[src/rtl/sram_sp_be_ctrl.sv]
// sram_sp_be_ctrl: initiator-side controller for a single-port SRAM with
// per-column write enables. Round-robin arbitration between independent
// write and read request streams; read data returns through a
// credit-protected response FIFO.
`timescale 1ns/1ps

module sram_sp_be_ctrl #(
    parameter int SIZE      = 256,
    parameter int SIZE_COL  = 8,
    parameter int DATA_WD   = 32,
    parameter int RSP_DEPTH = 4,
    localparam int SIZE_WD  = $clog2(SIZE),
    localparam int COL_NUM  = DATA_WD / SIZE_COL,
    localparam int PTR_WD   = $clog2(RSP_DEPTH)
) (
    input  logic               clk,
    input  logic               rst_n,
    input  logic               wr_req_val_i,
    output logic               wr_req_rdy_o,
    input  logic [SIZE_WD-1:0] wr_req_adr_i,
    input  logic [COL_NUM-1:0] wr_req_msk_i,
    input  logic [DATA_WD-1:0] wr_req_dat_i,
    input  logic               rd_req_val_i,
    output logic               rd_req_rdy_o,
    input  logic [SIZE_WD-1:0] rd_req_adr_i,
    output logic               rd_rsp_val_o,
    input  logic               rd_rsp_rdy_i,
    output logic [DATA_WD-1:0] rd_rsp_dat_o,
    output logic [SIZE_WD-1:0] sram_adr_o,
    output logic [COL_NUM-1:0] sram_wr_val_o,
    output logic [DATA_WD-1:0] sram_wr_dat_o,
    output logic               sram_rd_val_o,
    input  logic [DATA_WD-1:0] sram_rd_dat_i
);

    // Arbitration priority: 0 favours read, 1 favours write.
    logic               pri;
    // Set for the cycle in which SRAM read data is on sram_rd_dat_i.
    logic               inflight;

    logic [DATA_WD-1:0] fifo_mem [RSP_DEPTH];
    logic [PTR_WD-1:0]  wr_ptr;
    logic [PTR_WD-1:0]  rd_ptr;
    logic [PTR_WD:0]    occ;

    logic [PTR_WD+1:0]  cnt;
    logic               rd_ok;
    logic               rd_grant;
    logic               wr_grant;
    logic               push;
    logic               pop;

    // Credit check, handshake readiness and grants; readies are held low in reset.
    always_comb begin
        cnt          = {1'b0, occ} + {{(PTR_WD+1){1'b0}}, inflight};
        rd_ok        = (cnt < (PTR_WD+2)'(RSP_DEPTH));
        rd_req_rdy_o = rst_n & rd_ok & (~wr_req_val_i | ~pri);
        wr_req_rdy_o = rst_n & (~rd_req_val_i | ~rd_ok | pri);
        rd_grant     = rd_req_val_i & rd_req_rdy_o;
        wr_grant     = wr_req_val_i & wr_req_rdy_o;
        push         = inflight;
        pop          = (occ != '0) & rd_rsp_rdy_i;
    end

    // SRAM port drive in the same cycle as the grant.
    always_comb begin
        sram_rd_val_o = rd_grant;
        sram_wr_val_o = wr_grant ? wr_req_msk_i : '0;
        sram_adr_o    = rd_grant ? rd_req_adr_i : wr_req_adr_i;
        sram_wr_dat_o = wr_req_dat_i;
    end

    assign rd_rsp_val_o = (occ != '0);
    assign rd_rsp_dat_o = fifo_mem[rd_ptr];

    // Priority, in-flight tracking and response FIFO state.
    always_ff @(posedge clk) begin
        if (!rst_n) begin
            pri      <= 1'b0;
            inflight <= 1'b0;
            wr_ptr   <= '0;
            rd_ptr   <= '0;
            occ      <= '0;
            for (int unsigned i = 0; i < RSP_DEPTH; i++) begin
                fifo_mem[i] <= '0;
            end
        end else begin
            if (rd_grant) begin
                pri <= 1'b1;
            end else if (wr_grant) begin
                pri <= 1'b0;
            end

            inflight <= rd_grant;

            if (push) begin
                assert (occ != (PTR_WD+1)'(RSP_DEPTH))
                    else $fatal(1, "sram_sp_be_ctrl: response FIFO push while full");
                fifo_mem[wr_ptr] <= sram_rd_dat_i;
                wr_ptr           <= wr_ptr + 1'b1;
            end

            if (pop) begin
                rd_ptr <= rd_ptr + 1'b1;
            end

            if (push && !pop) begin
                occ <= occ + 1'b1;
            end else if (pop && !push) begin
                occ <= occ - 1'b1;
            end
        end
    end

endmodule
[config.mk]
export PLATFORM = sky130hd
export DESIGN_NAME = sram_sp_be_ctrl
export DESIGN_NICKNAME = d
export VERILOG_FILES = /design/src/rtl/sram_sp_be_ctrl.sv
export SDC_FILE = /design/constraint.sdc
export NUM_CORES = 1
export LEC_CHECK = 0
export CAP_MARGIN = 30
export CORE_MARGIN = 2
export CORE_UTILIZATION = 49
export CTS_CLUSTER_SIZE = 28
export DETAILED_ROUTE_END_ITERATION = 8
export PLACE_DENSITY = 0.78
export SLEW_MARGIN = 25
export SYNTH_ARGS = -nofsm -noshare
export SYNTH_HDL_FRONTEND = slang
export SYNTH_SLANG_ARGS = --single-unit
[constraint.sdc]
create_clock -name clk -period 2.3 [get_ports clk]
set_input_delay 0.46 -clock clk [delete_from_list [all_inputs] [get_ports clk]]
set_output_delay 0.46 -clock clk [all_outputs]
set_load 0.05 [all_outputs]
==> results.toml, run 1 <==
[timing]
rsz0062_at_grt = "true"
drv_slew = 0
max_freq_mhz = 443
post-route-min-period_ps = 2260
tightestPinTransition_ps = 620
setup_violations = 0
hold_viol = 0
finalCritPeriodShare_pct = 98.1
fin_ws_ps = 43.3
skew_ps = 7.80
slew-limit-headroom_pct = 58.6

[logic_synthesis]
netlist_instances = 415
syn_area_per_cell_um2 = 15.4
synthDistinctLibCells = 33
synth_fp_nets = 506
synth_edf_count = 128
synth_seq_cells = 139
synth_warnings = 0
synth-main-ff-cell = "edfxtp_1"
async_flop_share_pct = 0
synth_area_um2 = 6400
ys_seq_area_share_pct = 63.5

[placed_design]
placed_area_um2 = 7600
gp_congestion = 0.716
dp_slack_ps = -36.3
port_buffers = 104
dp_hpwl_um = 8220

[clock_network]
cts_made_buffers = 17
cts_tree = "built"
clock_sinks = 139
postCtsHoldBufs = 0
clock_path_buffers = 2
path_clk_slew_ps = 60
root_buffer = "clkbuf_16"
ctsHtreeMaxLevel = 4
clock_latency_ps = 410

[worst_setup_path]
path_max_fanout = 22
crit_path_start_kind = "flip-flop"
worstPathRequired_ps = 1840
path_cells = "buf_12 > mux4_2 > buf_4"
crit_type = "reg2out"
crit_arrival_ps = 1800
crit_path_max_incr_delay_ps = 570
worst_path_max_delay_cell = "mux4_2"
r2r_start = "occ[2]"
r2r_slack_ps = 250
rr_worst_depth = 7
cp_top_family = "multiplexers"
r2r-end = "occ[2]"
worst-path-buf-inv = 2
cp-end-kind = "primary output"

[hold_path]
min_delay_path_depth = 2
whs_endpoint = "pri"
hold_path_class = "in2reg"
hold_path_startpoint = "rst_n"

[route]
vias_per_cell = 5.41
drc = 0
routed_wl_um = 13500
drt_first_pass_iters = 5
vias = 3700
wire_per_inst_um = 19.7
ant_nets = 0
drt-initial-drc-count = 290

[global_routing]
grt_pass1_wl_um = 21700
grt.total_usage_pct = 20.4
grt_start_max_net_pins = 33
grt_pass1_vias = 4110
antenna_found_initial = 0
overflow = 0

[die]
io_pins = 169
row_count = 41
die_w_um = 118
start_util_pct = 50.5
die_area_um2 = 14000
die_y_um = 118
coreArea_um2 = 12700

[power]
p_clk_share_pct = 34.2
p_comb_share_pct = 30.7
swShare_pct = 30.0
peakVddDrop_uv = 619
seqPwrFrac_pct = 35.2
p_leak_uw = 0.00322
switching_power_uw = 2650
p_per_area_nw_per_um2 = 1070
internal_power_uw = 6190

[finish]
layout_commonest_cell = "edfxtp_1"
seq_area_um2 = 4070
multi_input_area_um2 = 1980
diodes = 0
drive_gt1_share_pct = 29.5
final_cell_mix = "128 x edfxtp_1, 104 x and2_1, 55 x clkdlybuf4s50_1, 42 x buf_4, 33 x and3_1"
area_delta_synth_final_pct = 29.3
nets = 590
fill_cells = 893
final_area_um2 = 8270

[status]
status = "finished, final reports clean"

[job]
maxCapViolCount = 0
==> sequential cells by signal, indices dropped and copies added, names as in the netlist, named ones only <==
register and flops:
fifo_mem 128, rd_ptr 2, occ 3, inflight 1, wr_ptr 2, pri 1
==> how the worst max path moves through the flow <==
stage / slack (ps) / depth (start not counted) / to
floorplan: 290 / 7 / occ[2]
global placement: 30 / 8 / occ[2]
detailed placement: -40 / 8 / occ[2]
CTS: 6 / 4 / sram_adr_o[5]
global route: -6 / 4 / sram_adr_o[5]
finish: 40 / 3 / rd_rsp_dat_o[11]
==> synthesized netlist by cell type (all sizes together), types with 2 or more instances <==
cell	number	share of area, %
inv	4	0.23
buf	40	4.5
dfxtp	11	3.4
a31oi	2	0.43
nand3	2	0.16
edfxtp	128	60
nor2b	2	0.20
or3	2	0.22
and2	106	10
clkbuf	17	1.0
mux4	32	11
xor2	2	0.27
a21boi	3	0.35
mux2	8	1.4
nand2b	3	0.29
and3	34	3.3
xnor2	3	0.41
nand2	7	0.41
==> power by group through the flow <==
stage / clock (µW) / combinational, µW / sequential [µW]
final: 3020 / 2710 / 3110
after global routing: 3160 / 2840 / 3130
after CTS: 3050 / 2740 / 3110
after detailed placement: 0 / 2740 / 3160
after global placement: 0 / 2720 / 3140
after floorplan: 0 / 1910 / 3100
==> metrics by stage <==
stage	hold WS [ps]	instances	utilization [%]	TNS (ps)	power, µW
finish	404	684	65.3	0	8840
global route	404	684	65.3	-12.5	9130
CTS	400	684	65.2	0	8900
detailed placement	498	652	60.0	-41.2	5890
global placement	477	652	60.0	0	5860
floorplan	466	415	-	0	5010
==> kinds of logic after synthesis <==
| kind of cell | after synthesis | share of synthesized area, % |
|---|---|---|
| and+or+nand+nor | 159 | 15.6 |
| AOI/OAI and AO/OA | 8 | 1.11 |
| buffers and inverters | 61 | 5.73 |
| xor gates and xnor gates | 5 | 0.685 |
| DFF | 139 | 63.5 |
| adders and majority gates | 2 | 0.508 |
| muxes | 41 | 12.8 |
==> per-layer routing <==
layer	track usage [%]	wire, µm
met2	35.7	6990
met5	0	0
met3	5.69	1010
met4	7.15	295
met1	24.1	5180
==> final cells by class <==
class | instances | share of cell area (%)
Sequential cell | 139 | 49.2
Clock inverter | 12 | 2.66
Timing Repair Buffer | 122 | 16.1
Clock buffer | 20 | 5.28
Multi-Input combinational cell | 215 | 24.0
Tap cell | 172 | 2.60
Inverter | 4 | 0.181
==> repair_timing <==
item,CTS,global route
pin swaps,1,1
endpoints found under the setup margin,13,15
buffers inserted,0,0
cloned,0,0
gates resized for setup,3,4
(Power assumes the default switching activity.)
==> run 2, diff against run 1 <==
--- a/config.mk
+++ b/config.mk
@@ -5,12 +5,13 @@
 export SDC_FILE = /design/constraint.sdc
 export NUM_CORES = 1
 export LEC_CHECK = 0
+export ABC_AREA = 1
 export CAP_MARGIN = 30
 export CORE_MARGIN = 2
 export CORE_UTILIZATION = 49
 export CTS_CLUSTER_SIZE = 28
 export DETAILED_ROUTE_END_ITERATION = 8
-export PLACE_DENSITY = 0.78
+export PLACE_DENSITY = 0.77
 export SLEW_MARGIN = 25
 export SYNTH_ARGS = -nofsm -noshare
 export SYNTH_HDL_FRONTEND = slang
==> run 2 against run 1 <==
  * Maximum frequency rose by 1.2%
  * Final cell count increased by 32%
  * Routed wire length up 9.9%
  * Critical path type is now in2out
  * Largest cell class unchanged
  * Largest power group is now combinational cells
==> results.toml, run 2 <==
[logic_synthesis]
netlist_instances = 638
synth_top_area_share_pct = 59.1
yosysTopAreaCell = "edfxtp_1"
synthTopCellsByArea = "edfxtp_1 59%, nor2_1 9.6%, o21ai_0 5.2%, buf_4 3.7%, dfxtp_1 3.4%"
synth_seq_cells = 139
synth_common_cells = "166 x nor2_1, 128 x edfxtp_1, 67 x o21ai_0"
synth-main-ff-cell = "edfxtp_1"
synthDistinctLibCells = 27
ys_seq_area_share_pct = 62.5
synth_edf_count = 128
async_flop_share_pct = 0
syn_area_per_cell_um2 = 10.2
synth_area_um2 = 6500
synth_warnings = 0
synth_most_common_cell = "nor2_1"
synth_fp_nets = 729

[finish]
fill_cells = 999
biggestRegsByFlops = "fifo_mem: 128 flops, occ: 3 flops"
seq_area_um2 = 4070
fin_util_pct = 62.4
final_area_um2 = 8170
drive_gt1_share_pct = 17.4
nets = 807
regMostFlops = "fifo_mem"
largest_register_ffs = 128
multi_input_area_um2 = 1780
diodes = 0
final_cell_mix = "162 x nor2_1, 128 x edfxtp_1, 66 x o21ai_0, 57 x buf_4, 56 x clkdlybuf4s50_1"
area_delta_synth_final_pct = 25.7
layout_commonest_cell = "nor2_1"

[clock_network]
root_buffer = "clkbuf_16"
clock_path_buffers = 2
postCtsHoldBufs = 0
cts_made_buffers = 17
path_clk_slew_ps = 60
clock_latency_ps = 410
cts_tree = "built"
clock_sinks = 139
ctsHtreeMaxLevel = 4

[timing]
fin_setup_tns_ps = 0
hold_viol = 0
fin_ws_ps = 70.2
tightestPinTransition_ps = 499
finalCritPeriodShare_pct = 96.9
rsz0062_at_grt = "true"
max_freq_mhz = 448
skew_ps = 6.87
setup_violations = 0
slew-limit-headroom_pct = 66.9
drv_slew = 0
post-route-min-period_ps = 2230

[power]
p_comb_share_pct = 35.4
p_leak_uw = 0.00334
peakVddDrop_uv = 614
internal_power_uw = 5850
p_clk_share_pct = 31.4
power_uw = 9250
switching_power_uw = 3390
swShare_pct = 36.7
seqPwrFrac_pct = 33.2
p_per_area_nw_per_um2 = 1130

[global_routing]
antenna_found_initial = 0
grt_pass1_vias = 5017
grt.total_usage_pct = 21.5
grt_pass1_wl_um = 23600
overflow = 0
grt_start_max_net_pins = 66

[die]
row_count = 42
coreArea_um2 = 13100
die_area_um2 = 14200
io_pins = 169
die_y_um = 119
die_w_um = 119
start_util_pct = 49.7

[route]
drc = 0
drt_first_pass_iters = 5
vias = 4843
drt-initial-drc-count = 355
vias_per_cell = 5.36
routed_wl_um = 14800
wire_per_inst_um = 16.4
ant_nets = 0

[placed_design]
gp_congestion = 0.794
dp_slack_ps = 87.0
dp_hpwl_um = 9040
port_buffers = 104
placed_area_um2 = 7500

[worst_setup_path]
path_max_fanout = 11
crit_type = "in2out"
crit_path_start_kind = "primary input"
cp-end-kind = "primary output"
worstPathRequired_ps = 1840
crit_arrival_ps = 1770

[hold_path]
hold_path_class = "reg2reg"

[job]
maxCapViolCount = 0

[status]
status = "finished, final reports clean"
[run 2: cell families after synthesis]
family / count (synthesis) / synth area share (%)
and+or+nand+nor: 263 / 17.1
DFF: 139 / 62.5
buffers and inverters: 126 / 10.7
AOI/OAI and AO/OA: 108 / 9.16
adders and majority gates: 2 / 0.501
[run 2: stage by stage]
step / hold slack [ps] / cells
after CTS: 505 / 904
after global placement: 487 / 873
after floorplan: 467 / 638
final: 509 / 904
after detailed placement: 492 / 873
after global routing: 548 / 904
[run 2: cell type report]
type                       count  area share (%)
tap                          176            2.70
inverter                      56            2.60
sequential                   139            49.8
timing repair buffer         129            15.5
clock buffer                  19            5.30
clock inverter                12            2.40
multi-input combinational    373            21.7
[run 2: power groups by stage]
stage	logic [µW]	clock network, µW	registers (µW)
after global routing	3480	3040	3080
final	3280	2900	3070
after CTS	3260	2930	3060
after global placement	3200	0	3100
after floorplan	2390	0	3080
after detailed placement	3260	0	3110
[run 2: repair_timing]
action                                  CTS  global route
endpoints found under the setup margin    5            18
pin swaps                                 0             1
buffers inserted                          0             0
resized for setup                         4            12
[run 2: metal layers]
metal,GRT usage (%),wire length (µm)
met1,25.9,5850
met2,36.5,7660
met3,5.08,1050
met4,10.1,247
met5,0,0
[run 2: final timing paths]
kind                              startpoint       endpoint  slack (ps)  cells after the start
worst max-delay path            wr_req_val_i  sram_adr_o[0]          70                      6
worst min-delay path               rd_ptr[1]      rd_ptr[1]         510                      2
worst min register to register     rd_ptr[1]      rd_ptr[1]         510                      2
worst max register to register        occ[2]         occ[2]         530                     12
[run 2: critical path: stages]
cell and delay [ps]:
clkdlybuf4s50_1 510, a21oi_4 210, nand3_2 210, nand2_1 120, nand2_1 60, buf_4 190
==> run 3, diff against run 2 <==
--- a/config.mk
+++ b/config.mk
@@ -8,10 +8,10 @@
 export ABC_AREA = 1
 export CAP_MARGIN = 30
 export CORE_MARGIN = 2
-export CORE_UTILIZATION = 49
+export CORE_UTILIZATION = 53
 export CTS_CLUSTER_SIZE = 28
 export DETAILED_ROUTE_END_ITERATION = 8
-export PLACE_DENSITY = 0.77
+export PLACE_DENSITY = 0.83
 export SLEW_MARGIN = 25
 export SYNTH_ARGS = -nofsm -noshare
 export SYNTH_HDL_FRONTEND = slang
==> constraint.sdc (replaced) <==
create_clock -name clk -period 2.9 [get_ports clk]
set_input_delay 0.58 -clock clk [delete_from_list [all_inputs] [get_ports clk]]
set_output_delay 0.58 -clock clk [all_outputs]
set_load 0.05 [all_outputs]
==> run 3 against run 2 <==
  * Hold slack got worse by 14 ps
  * Final cell count is 4.3% lower
  * Cell area down 2.3%
  * Largest cell class unchanged
  * Sequential cell count stayed put
  * Register-to-register slack gained 360 ps
  * Setup slack gained 210 ps
  * Clock skew increased by 3.2 ps
  * Core utilization increased by 4.0 points
  * Sequential share of layout area is 1.1 points higher
==> results.toml, run 3 (synthesis gave the netlist of run 2 again) <==
[status]
status = "finished, final reports clean"

[worst_setup_path]
worstPathRequired_ps = 2320
cp-end-kind = "primary output"
crit_arrival_ps = 2040
crit_type = "in2out"
crit_path_start_kind = "primary input"
path_max_fanout = 11

[die]
coreArea_um2 = 12000
die_y_um = 115
die_area_um2 = 13200
start_util_pct = 54.1
die_w_um = 115
io_pins = 169
row_count = 40

[power]
peakVddDrop_uv = 447
seqPwrFrac_pct = 33.7
power_uw = 7180
swShare_pct = 37.1
p_clk_share_pct = 30.3
switching_power_uw = 2670
internal_power_uw = 4520
p_per_area_nw_per_um2 = 900
p_leak_uw = 0.00327
p_comb_share_pct = 35.9

[route]
drc = 0
wire_per_inst_um = 17.3
drt-initial-drc-count = 435
vias = 4830
drt_first_pass_iters = 6
vias_per_cell = 5.58
ant_nets = 0
routed_wl_um = 15000

[finish]
drive_gt1_share_pct = 14.5
diodes = 0
largest_register_ffs = 128
seq_area_um2 = 4070
area_delta_synth_final_pct = 22.8
nets = 798
layout_commonest_cell = "nor2_1"
regMostFlops = "fifo_mem"
multi_input_area_um2 = 1750
final_cell_mix = "166 x nor2_1, 128 x edfxtp_1, 66 x o21ai_0, 57 x clkdlybuf4s50_1, 54 x inv_1"
fill_cells = 868
biggestRegsByFlops = "fifo_mem: 128 flops, occ: 3 flops"

[timing]
tightestPinTransition_ps = 872
slew-limit-headroom_pct = 41.8
rsz0062_at_grt = "false"
setup_violations = 0
hold_viol = 0
max_freq_mhz = 381
fin_setup_tns_ps = 0
post-route-min-period_ps = 2620
skew_ps = 10.1
drv_slew = 0
finalCritPeriodShare_pct = 90.4

[global_routing]
grt_start_max_net_pins = 66
antenna_found_initial = 0
grt_pass1_vias = 4973
overflow = 0
grt_pass1_wl_um = 23900
grt.total_usage_pct = 23.9

[clock_network]
clock_latency_ps = 410
postCtsHoldBufs = 0
clock_sinks = 139
post-cts-setup-buffers = 0
clock_path_buffers = 2
ctsHtreeMaxLevel = 4
root_buffer = "clkbuf_16"
cts_tree = "built"
path_clk_slew_ps = 60
cts_resized = 0
cts_made_buffers = 17

[hold_path]
hold_path_class = "reg2reg"

[job]
maxCapViolCount = 0

[placed_design]
gp_congestion = 0.770
port_buffers = 104
dp_hpwl_um = 9010
run 3: path summary, 6_finish.rpt:
check | endpoint | depth (start not counted) | slack, ps | start
worst max-delay path | sram_adr_o[3] | 6 | 280 | wr_req_val_i
worst min-delay path | rd_ptr[1] | 2 | 490 | rd_ptr[1]
worst min register to register | rd_ptr[1] | 2 | 490 | rd_ptr[1]
worst max register to register | fifo_mem[3][31] | 3 | 890 | inflight
run 3: area by class of cell:
class / count / area share [%]
multi-input cells: 373 / 22.0
flip-flops and latches: 139 / 50.9
clock inverters: 11 / 1.91
inverters: 56 / 2.63
repair buffers: 120 / 14.8
well taps: 147 / 2.30
clock buffers: 19 / 5.42
run 3: layer usage:
layer | part of all wire, % | GRT usage [%] | vias up
li1 | - | - | 2282
met1 | 38 | 28.3 | 2268
met2 | 52 | 42.2 | 251
met3 | 8.2 | 5.06 | 29
met4 | 1.8 | 10.8 | 0
met5 | 0 | 0 | -
run 3: power groups by stage:
stage          combinational, µW  clock, µW  sequential (µW)
6_report                    2580       2180             2420
4_1_cts                     2590       2190             2420
3_5_place_dp                2570          0             2460
3_3_place_gp                2510          0             2450
5_1_grt                     2760       2270             2440
2_1_floorplan               1890          0             2450
run 3: stage by stage:
| stage | util [%] | hold slack (ps) | instances | area [µm²] | setup WS, ps |
|---|---|---|---|---|---|
| after global placement | 61.1 | 484 | 833 | 7340 | 384 |
| after detailed placement | 61.6 | 491 | 835 | 7390 | 291 |
| after global routing | 66.4 | 533 | 865 | 7980 | 174 |
| after CTS | 66.4 | 500 | 865 | 7980 | 289 |
| final | 66.4 | 495 | 865 | 7980 | 278 |
| after floorplan | - | 467 | 638 | 6500 | 384 |
run 3: critical path, cell delays in order:
cell	delay, ps
clkdlybuf4s50_1	510
a21oi_4	320
nand3_2	250
nand2_1	140
nand2_1	60
buf_4	180
